==> config.mk <==
export PLATFORM = sky130hd
export DESIGN_NAME = stage_sequencer
export DESIGN_NICKNAME = d
export VERILOG_FILES = /design/src/rtl/stage_sequencer.sv
export SDC_FILE = /design/constraint.sdc
export NUM_CORES = 1
export LEC_CHECK = 0
export BUFFER_PORTS_ARGS = -buffer_cell sky130_fd_sc_hd__buf_4
export CAP_MARGIN = 30
export CORE_MARGIN = 2
export CORE_UTILIZATION = 35
export DETAILED_ROUTE_END_ITERATION = 7
export GPL_TIMING_DRIVEN = 0
export SYNTH_ARGS = -nofsm -noshare
export SYNTH_HDL_FRONTEND = slang
export SYNTH_SLANG_ARGS = --single-unit
==> constraint.sdc <==
create_clock -name clk -period 2.7 [get_ports clk]
set_clock_uncertainty 0.15 [all_clocks]
set_input_delay 0.135 -clock clk [delete_from_list [all_inputs] [get_ports clk]]
set_output_delay 0.135 -clock clk [all_outputs]
set_load 0.05 [all_outputs]
==> src/rtl/stage_sequencer.sv <==
// Multi-cycle instruction stage sequencer: walks each instruction through
// fetch/decode/execute/memory/writeback and owns pc and the retired count.
module stage_sequencer #(
  parameter logic [31:0] RESET_PC    = 32'h0000_0000,
  parameter int unsigned MEM_TIMEOUT = 15
) (
  input  logic        clk,
  input  logic        rst_n,
  input  logic        start,
  input  logic [6:0]  opcode,
  input  logic        branch,
  input  logic        alu_bit0,
  input  logic [63:0] imm,
  input  logic        memread,
  input  logic        memwrite,
  input  logic        regwrite,
  input  logic        memtoreg,
  input  logic        mem_ready,
  output logic [31:0] pc,
  output logic [2:0]  stage,
  output logic        ir_en,
  output logic        mem_req,
  output logic        mem_we,
  output logic        rf_we,
  output logic        rf_wsel,
  output logic        halted,
  output logic        error,
  output logic [31:0] retired
);

  localparam int unsigned CNT_W   = 8;
  localparam logic [6:0]  HALT_OP = 7'b1111111;
  localparam logic [CNT_W-1:0] CNT_LAST = CNT_W'(MEM_TIMEOUT - 1);

  typedef enum logic [2:0] {
    S_IDLE      = 3'd0,
    S_FETCH     = 3'd1,
    S_DECODE    = 3'd2,
    S_EXECUTE   = 3'd3,
    S_MEMORY    = 3'd4,
    S_WRITEBACK = 3'd5,
    S_HALT      = 3'd6,
    S_ERROR     = 3'd7
  } state_t;

  state_t           state;
  state_t           next_state;
  logic [CNT_W-1:0] wait_cnt;
  logic             lat_branch;
  logic             lat_memread;
  logic             lat_memwrite;
  logic             lat_regwrite;
  logic             lat_memtoreg;
  logic             taken;
  logic [31:0]      branch_off;
  logic             unused_imm;

  // Only imm[30:0] contributes to the branch offset.
  assign branch_off = {imm[30:0], 1'b0};
  assign unused_imm = ^imm[63:31];
  assign stage      = state;

  always_ff @(posedge clk or negedge rst_n) begin
    if (!rst_n) state <= S_IDLE;
    else        state <= next_state;
  end

  always_comb begin
    next_state = state;
    unique case (state)
      S_IDLE:      if (start) next_state = S_FETCH;
      S_FETCH:     next_state = S_DECODE;
      S_DECODE:    next_state = (opcode == HALT_OP) ? S_HALT : S_EXECUTE;
      S_EXECUTE:   next_state = (lat_memread || lat_memwrite) ? S_MEMORY : S_WRITEBACK;
      // A late mem_ready on the final allowed cycle still completes the access.
      S_MEMORY: begin
        if (mem_ready)                  next_state = S_WRITEBACK;
        else if (wait_cnt == CNT_LAST)  next_state = S_ERROR;
      end
      S_WRITEBACK: next_state = S_FETCH;
      S_HALT:      next_state = S_HALT;
      S_ERROR:     next_state = S_ERROR;
      default:     next_state = S_IDLE;
    endcase
  end

  // Strobes and status are registered from the upcoming state so they line up with stage.
  always_ff @(posedge clk or negedge rst_n) begin
    if (!rst_n) begin
      ir_en   <= 1'b0;
      mem_req <= 1'b0;
      mem_we  <= 1'b0;
      rf_we   <= 1'b0;
      rf_wsel <= 1'b0;
      halted  <= 1'b0;
      error   <= 1'b0;
    end else begin
      ir_en   <= (next_state == S_FETCH);
      mem_req <= (next_state == S_MEMORY);
      mem_we  <= (next_state == S_MEMORY) && lat_memwrite;
      rf_we   <= (next_state == S_WRITEBACK) && (lat_regwrite || lat_memtoreg);
      rf_wsel <= (next_state == S_WRITEBACK) && lat_memtoreg;
      halted  <= (next_state == S_HALT);
      error   <= (next_state == S_ERROR);
    end
  end

  always_ff @(posedge clk or negedge rst_n) begin
    if (!rst_n) begin
      lat_branch   <= 1'b0;
      lat_memread  <= 1'b0;
      lat_memwrite <= 1'b0;
      lat_regwrite <= 1'b0;
      lat_memtoreg <= 1'b0;
      taken        <= 1'b0;
      wait_cnt     <= '0;
    end else begin
      if (state == S_DECODE && opcode != HALT_OP) begin
        lat_branch   <= branch;
        lat_memread  <= memread;
        lat_memwrite <= memwrite;
        lat_regwrite <= regwrite;
        lat_memtoreg <= memtoreg;
      end
      if (state == S_EXECUTE) taken <= lat_branch & alu_bit0;
      if (state != S_MEMORY)  wait_cnt <= '0;
      else if (!mem_ready)    wait_cnt <= wait_cnt + CNT_W'(1);
    end
  end

  // Architectural state advances only when an instruction leaves writeback.
  always_ff @(posedge clk or negedge rst_n) begin
    if (!rst_n) begin
      pc      <= RESET_PC;
      retired <= '0;
    end else if (state == S_WRITEBACK) begin
      pc <= taken ? (pc + branch_off) : (pc + 32'd4);
      if (retired != 32'hFFFF_FFFF) retired <= retired + 32'd1;
    end
  end

endmodule

==> flow_results.org <==
** Outcome
- The flow ran to the end, but the final reports show violations.
- The checks that failed: negative setup slack.

** Hold path
- The min-delay analysis places its worst path in the category in2reg.
- The worst hold path was traced through 4 stages.

** Placed design
- Half-perimeter wire length after placement :: approximately 12 mm
- Setup WS pre-CTS :: -0.364 ns
- IO buf count :: 120
- Final weighted congestion of routability-driven global placement :: between 0.8 and 0.9
- Including well taps, the total number of placed cells is slightly above 1000.

** Detailed routing
- The detailed router finished its first iteration with 250 violations.
- Before antenna repair, the detailed router went through 4 iterations.
- # DRC :: 0
- The routed design has approximately 17 mm of wire.
- The count of nets left with antenna violations once routing finished came out at 0.
- Average wire per cell in the routed design :: about 16 um
- Dividing the detail-routed via count by the number of cells gives around 5.2.
- Detailed-route via count :: ~5500

** Worst setup path
- Largest fanout on the critical path :: 4
- Worst setup path class :: reg2reg
- Data arrival at the endpoint of the critical path :: 2.84 ns
- For the worst flop-to-flop path, the logic depth is 10.
- Largest stage delay on the critical path :: around 0.43 ns
- At the worst endpoint, the required time is 2.76 ns.
- Nature of the critical path endpoint :: flip-flop
- Standard cell with the maximum stage delay on the critical path :: sky130_fd_sc_hd__dfrtp_2
- STA classifies the critical path startpoint as a flip-flop.
- Ordered cell list for the critical path :: ha_4 > a21oi_2 > o21ai_2 > a221o_1 > a211oi_4 > o21ai_2 > a221o_1 > a21oi_2 > mux2i_1 > a21oi_1

** GRT
- Global routing finished with a remaining overflow of 0.
- Peak-usage layer in the global routing report :: met2
- Met1 track demand over resource :: between 20% and 30%
- Global routing consumed, over all layers together, a little under a fifth of the routing resources.
- The number of antenna violations at the first check in global routing came to 0.
- The first global-routing pass estimated ~27 mm of wire.
- Global-route met2 utilization :: approximately a third
- GR Util met3 :: about 4.8%
- Largest net degree at the start of global routing :: about 60
- The via count of the first global-routing pass was 5440.

** Timing
- Final Max Slew Viols :: 0
- Setup repair after global routing missed its margin :: yes
- The number of hold-slack violations in the final timing report is 0.
- Minimum setup slack in the final design :: -0.0869 ns
- Relative slew margins :: 62.3%
- Slew at the pin closest to its max-slew limit :: around 0.56 ns
- Share of the clock period used by the worst path :: 103%
- For the finished layout, the period the worst path requires is 2.79 ns.
- Timing-limited maximum frequency :: 359 MHz
- Setup violations remaining at the end of the flow were counted as 4.

** Pwr
- Power spread over the standard cell area amounts to 718 mW/mm2.
- Summed over all nets, the switching power comes to 2.51 mW.
- Internal power comes to approximately 3.4 mW.
- Leakage :: roughly 3.7 nW
- Of the total power, combinational logic draws between 40% and 50%.
- Clock share of power :: between 20% and 30%
- VDD IR max :: a little under 0.5 mV
- Of the total power, the share spent switching nets is between 40 and 50%.
- Part of the power in registers :: ~30%

** Finish
- Compared with the post-synthesis result, the final layout area differs by 41.6%.
- After filler insertion, the fill cell instance count of the layout stands at ~1600.
- Fraction of layout cells with a size suffix above 1 :: between 30% and 40%
- Number of non-filler instances in the completed layout :: approximately 1100
- Top library cells by usage in the layout, fill and taps aside :: sky130_fd_sc_hd__buf_4, sky130_fd_sc_hd__dfrtp_1, sky130_fd_sc_hd__nor2_1, sky130_fd_sc_hd__nand2_1, sky130_fd_sc_hd__a21oi_1
- Number of nets in the layout :: 960
- Antenna diode instance count :: 0
- Most common cell after layout, fill and taps aside :: sky130_fd_sc_hd__buf_4

** Yosys
- Of the synthesized area, sequential elements account for between 30 and 40%.
- For this run, the number of Yosys warnings is 0.
- Post-synthesis async set-or-reset flop share :: 100%
- After synthesis, the cell types taking the most area are sky130_fd_sc_hd__dfrtp_1, sky130_fd_sc_hd__ha_1, sky130_fd_sc_hd__a21oi_1.
- Number of flops mapped to enable cells by yosys :: 0
- Counting distinct cell types in the post-synthesis netlist gives 57.
- Dominant register cell in the synthesized netlist :: sky130_fd_sc_hd__dfrtp_1
- Summed over all instances, the cell type with the most area after synthesis is sky130_fd_sc_hd__dfrtp_1.
- Synthesis handed over a netlist of approximately 670 instances.
- Avg Synthesized Cell Area :: 8.77 um2
- Number of synthesized register bits :: 87
- Synthesized Nets :: around 800
- The synthesized netlist occupies a cell area of ~0.006 mm2.
- Fraction of post-synthesis cell area in the top cell type by area :: a little under two fifths

** Floorplanning
- Starting Density :: approximately 36%
- The floorplan step defined a core boundary enclosing roughly 0.016 mm2.
- The floorplan step defined a die boundary enclosing 0.0178 mm2.
- The die is 133 um tall.
- The floorplan has 47 rows.
- Pin placement for this block handled about 160 I/O pins.
- From left edge to right edge, the die measures around 130 um.

** Clock tree
- After clock tree synthesis, the clock-pin slew on the worst setup and hold paths is ~0.060 ns.
- The later pin in the worst-skew pair is clocked with a latency of between 0.3 and 0.4 ns.
- Sink Count :: 87
- CTS tree :: yes
- The H-tree generated during clock tree synthesis spans 3 levels.
- The longest clock path from root to sink contains 2 buffers.
- The cell sitting at the root of the clock tree is a sky130_fd_sc_hd__clkbuf_16.
- TritonCTS created 9 clock buffers.

** Job
- Maximum capacitance violations :: 0
-- worst max-delay path: cells and delay by family, from the launching register on --
| family | cells | cell delay, ns |
|---|---|---|
| adders and majority gates | 1 | 0.26 |
| DFF | 1 | 0.43 |
| AOI/OAI and AO/OA | 8 | 1.60 |
| muxes | 1 | 0.20 |
-- synthesized netlist by cell type, types with 8 or more instances --
| library cell | number |
|---|---|
| sky130_fd_sc_hd__a21o_1 | 21 |
| sky130_fd_sc_hd__a21oi_1 | 63 |
| sky130_fd_sc_hd__and3_1 | 15 |
| sky130_fd_sc_hd__clkbuf_1 | 14 |
| sky130_fd_sc_hd__dfrtp_1 | 87 |
| sky130_fd_sc_hd__ha_1 | 34 |
| sky130_fd_sc_hd__inv_1 | 21 |
| sky130_fd_sc_hd__mux2_2 | 8 |
| sky130_fd_sc_hd__nand2_1 | 57 |
| sky130_fd_sc_hd__nand3_1 | 37 |
| sky130_fd_sc_hd__nand4_1 | 13 |
| sky130_fd_sc_hd__nor2_1 | 62 |
| sky130_fd_sc_hd__nor3_1 | 23 |
| sky130_fd_sc_hd__o21a_1 | 9 |
| sky130_fd_sc_hd__o21ai_0 | 27 |
| sky130_fd_sc_hd__o22ai_1 | 15 |
| sky130_fd_sc_hd__xnor2_1 | 34 |
| sky130_fd_sc_hd__xor2_1 | 31 |
-- timing repair --
| item | 4_1_cts | 5_1_grt |
|---|---|---|
| hold buffers | 9 | 0 |
| endpoints found under the hold margin | 96 | 0 |
| resized for setup | 33 | 51 |
| endpoints found under the setup margin | 38 | 50 |
| pin swaps | 24 | 28 |
| buffers inserted | 16 | 23 |
| gates cloned | 0 | 0 |
-- power by group through the flow --
stage / clock network, mW / registers, mW / logic [mW]
after global routing: 1.45 / 1.79 / 3.10
after global placement: 0 / 1.79 / 2.51
after detailed placement: 0 / 1.80 / 2.53
after floorplan: 0 / 2.29 / 1.26
final: 1.35 / 1.76 / 2.84
after CTS: 1.39 / 1.76 / 2.72
-- metrics by stage --
step / cell area, um2 / power, mW / hold slack (ns) / setup TNS, ns / utilization, %
final: 8280 / 5.95 / 0.0584 / -0.175 / 50.3
after global routing: 8280 / 6.34 / 0.0647 / -2.41 / 50.3
after CTS: 7900 / 5.87 / 0.0670 / -0.431 / 48.0
after floorplan: 6030 / 3.55 / -0.311 / -0.0227 / -
after detailed placement: 7230 / 4.32 / -0.0430 / -2.58 / 43.9
after global placement: 7210 / 4.30 / 0.218 / -2.29 / 43.8
-- area by class of cell --
class,instances,area (um2),share of cell area [%]
tap,220,275,3.33
clock inverter,7,97.6,1.18
multi-input combinational,539,3970,48.0
inverter,21,78.8,0.952
buffer,17,88.8,1.07
sequential,87,2210,26.7
clock buffer,9,225,2.72
timing repair buffer,169,1330,16.0
-- final timing paths --
check	startpoint	to	slack (ns)
max	pc[7]	pc[30]	-0.09
min	imm[30]	pc[31]	0.06
max reg2reg	pc[7]	pc[30]	-0.09
min reg2reg	retired[21]	retired[21]	0.33
max in group asynchronous	rst_n	pc[10]	1.65
min in group asynchronous	rst_n	retired[2]	0.11
-- cells by family after synthesis --
group / after synthesis / share of synthesized area (%)
compound gates: 177 / 19.3
xor+xnor: 65 / 9.74
fa+ha+maj: 35 / 7.62
buf+inv: 41 / 2.85
flops: 87 / 37.2
mux: 14 / 2.57
other cells: 1 / 0.0641
simple gates: 247 / 20.7
-- registers in the layout (all words and copies together), names as in the netlist, 3 cells and up --
register / flops
pc: 31
retired: 32
stage: 3
wait_cnt: 8
-- layer usage --
metal,vias up,share of wire (%)
met1,2596,46
met2,126,49
met4,0,0.66
li1,2798,-
met5,-,0
met3,12,5.1
No activity file was read; power rests on OpenSTA's default activity.
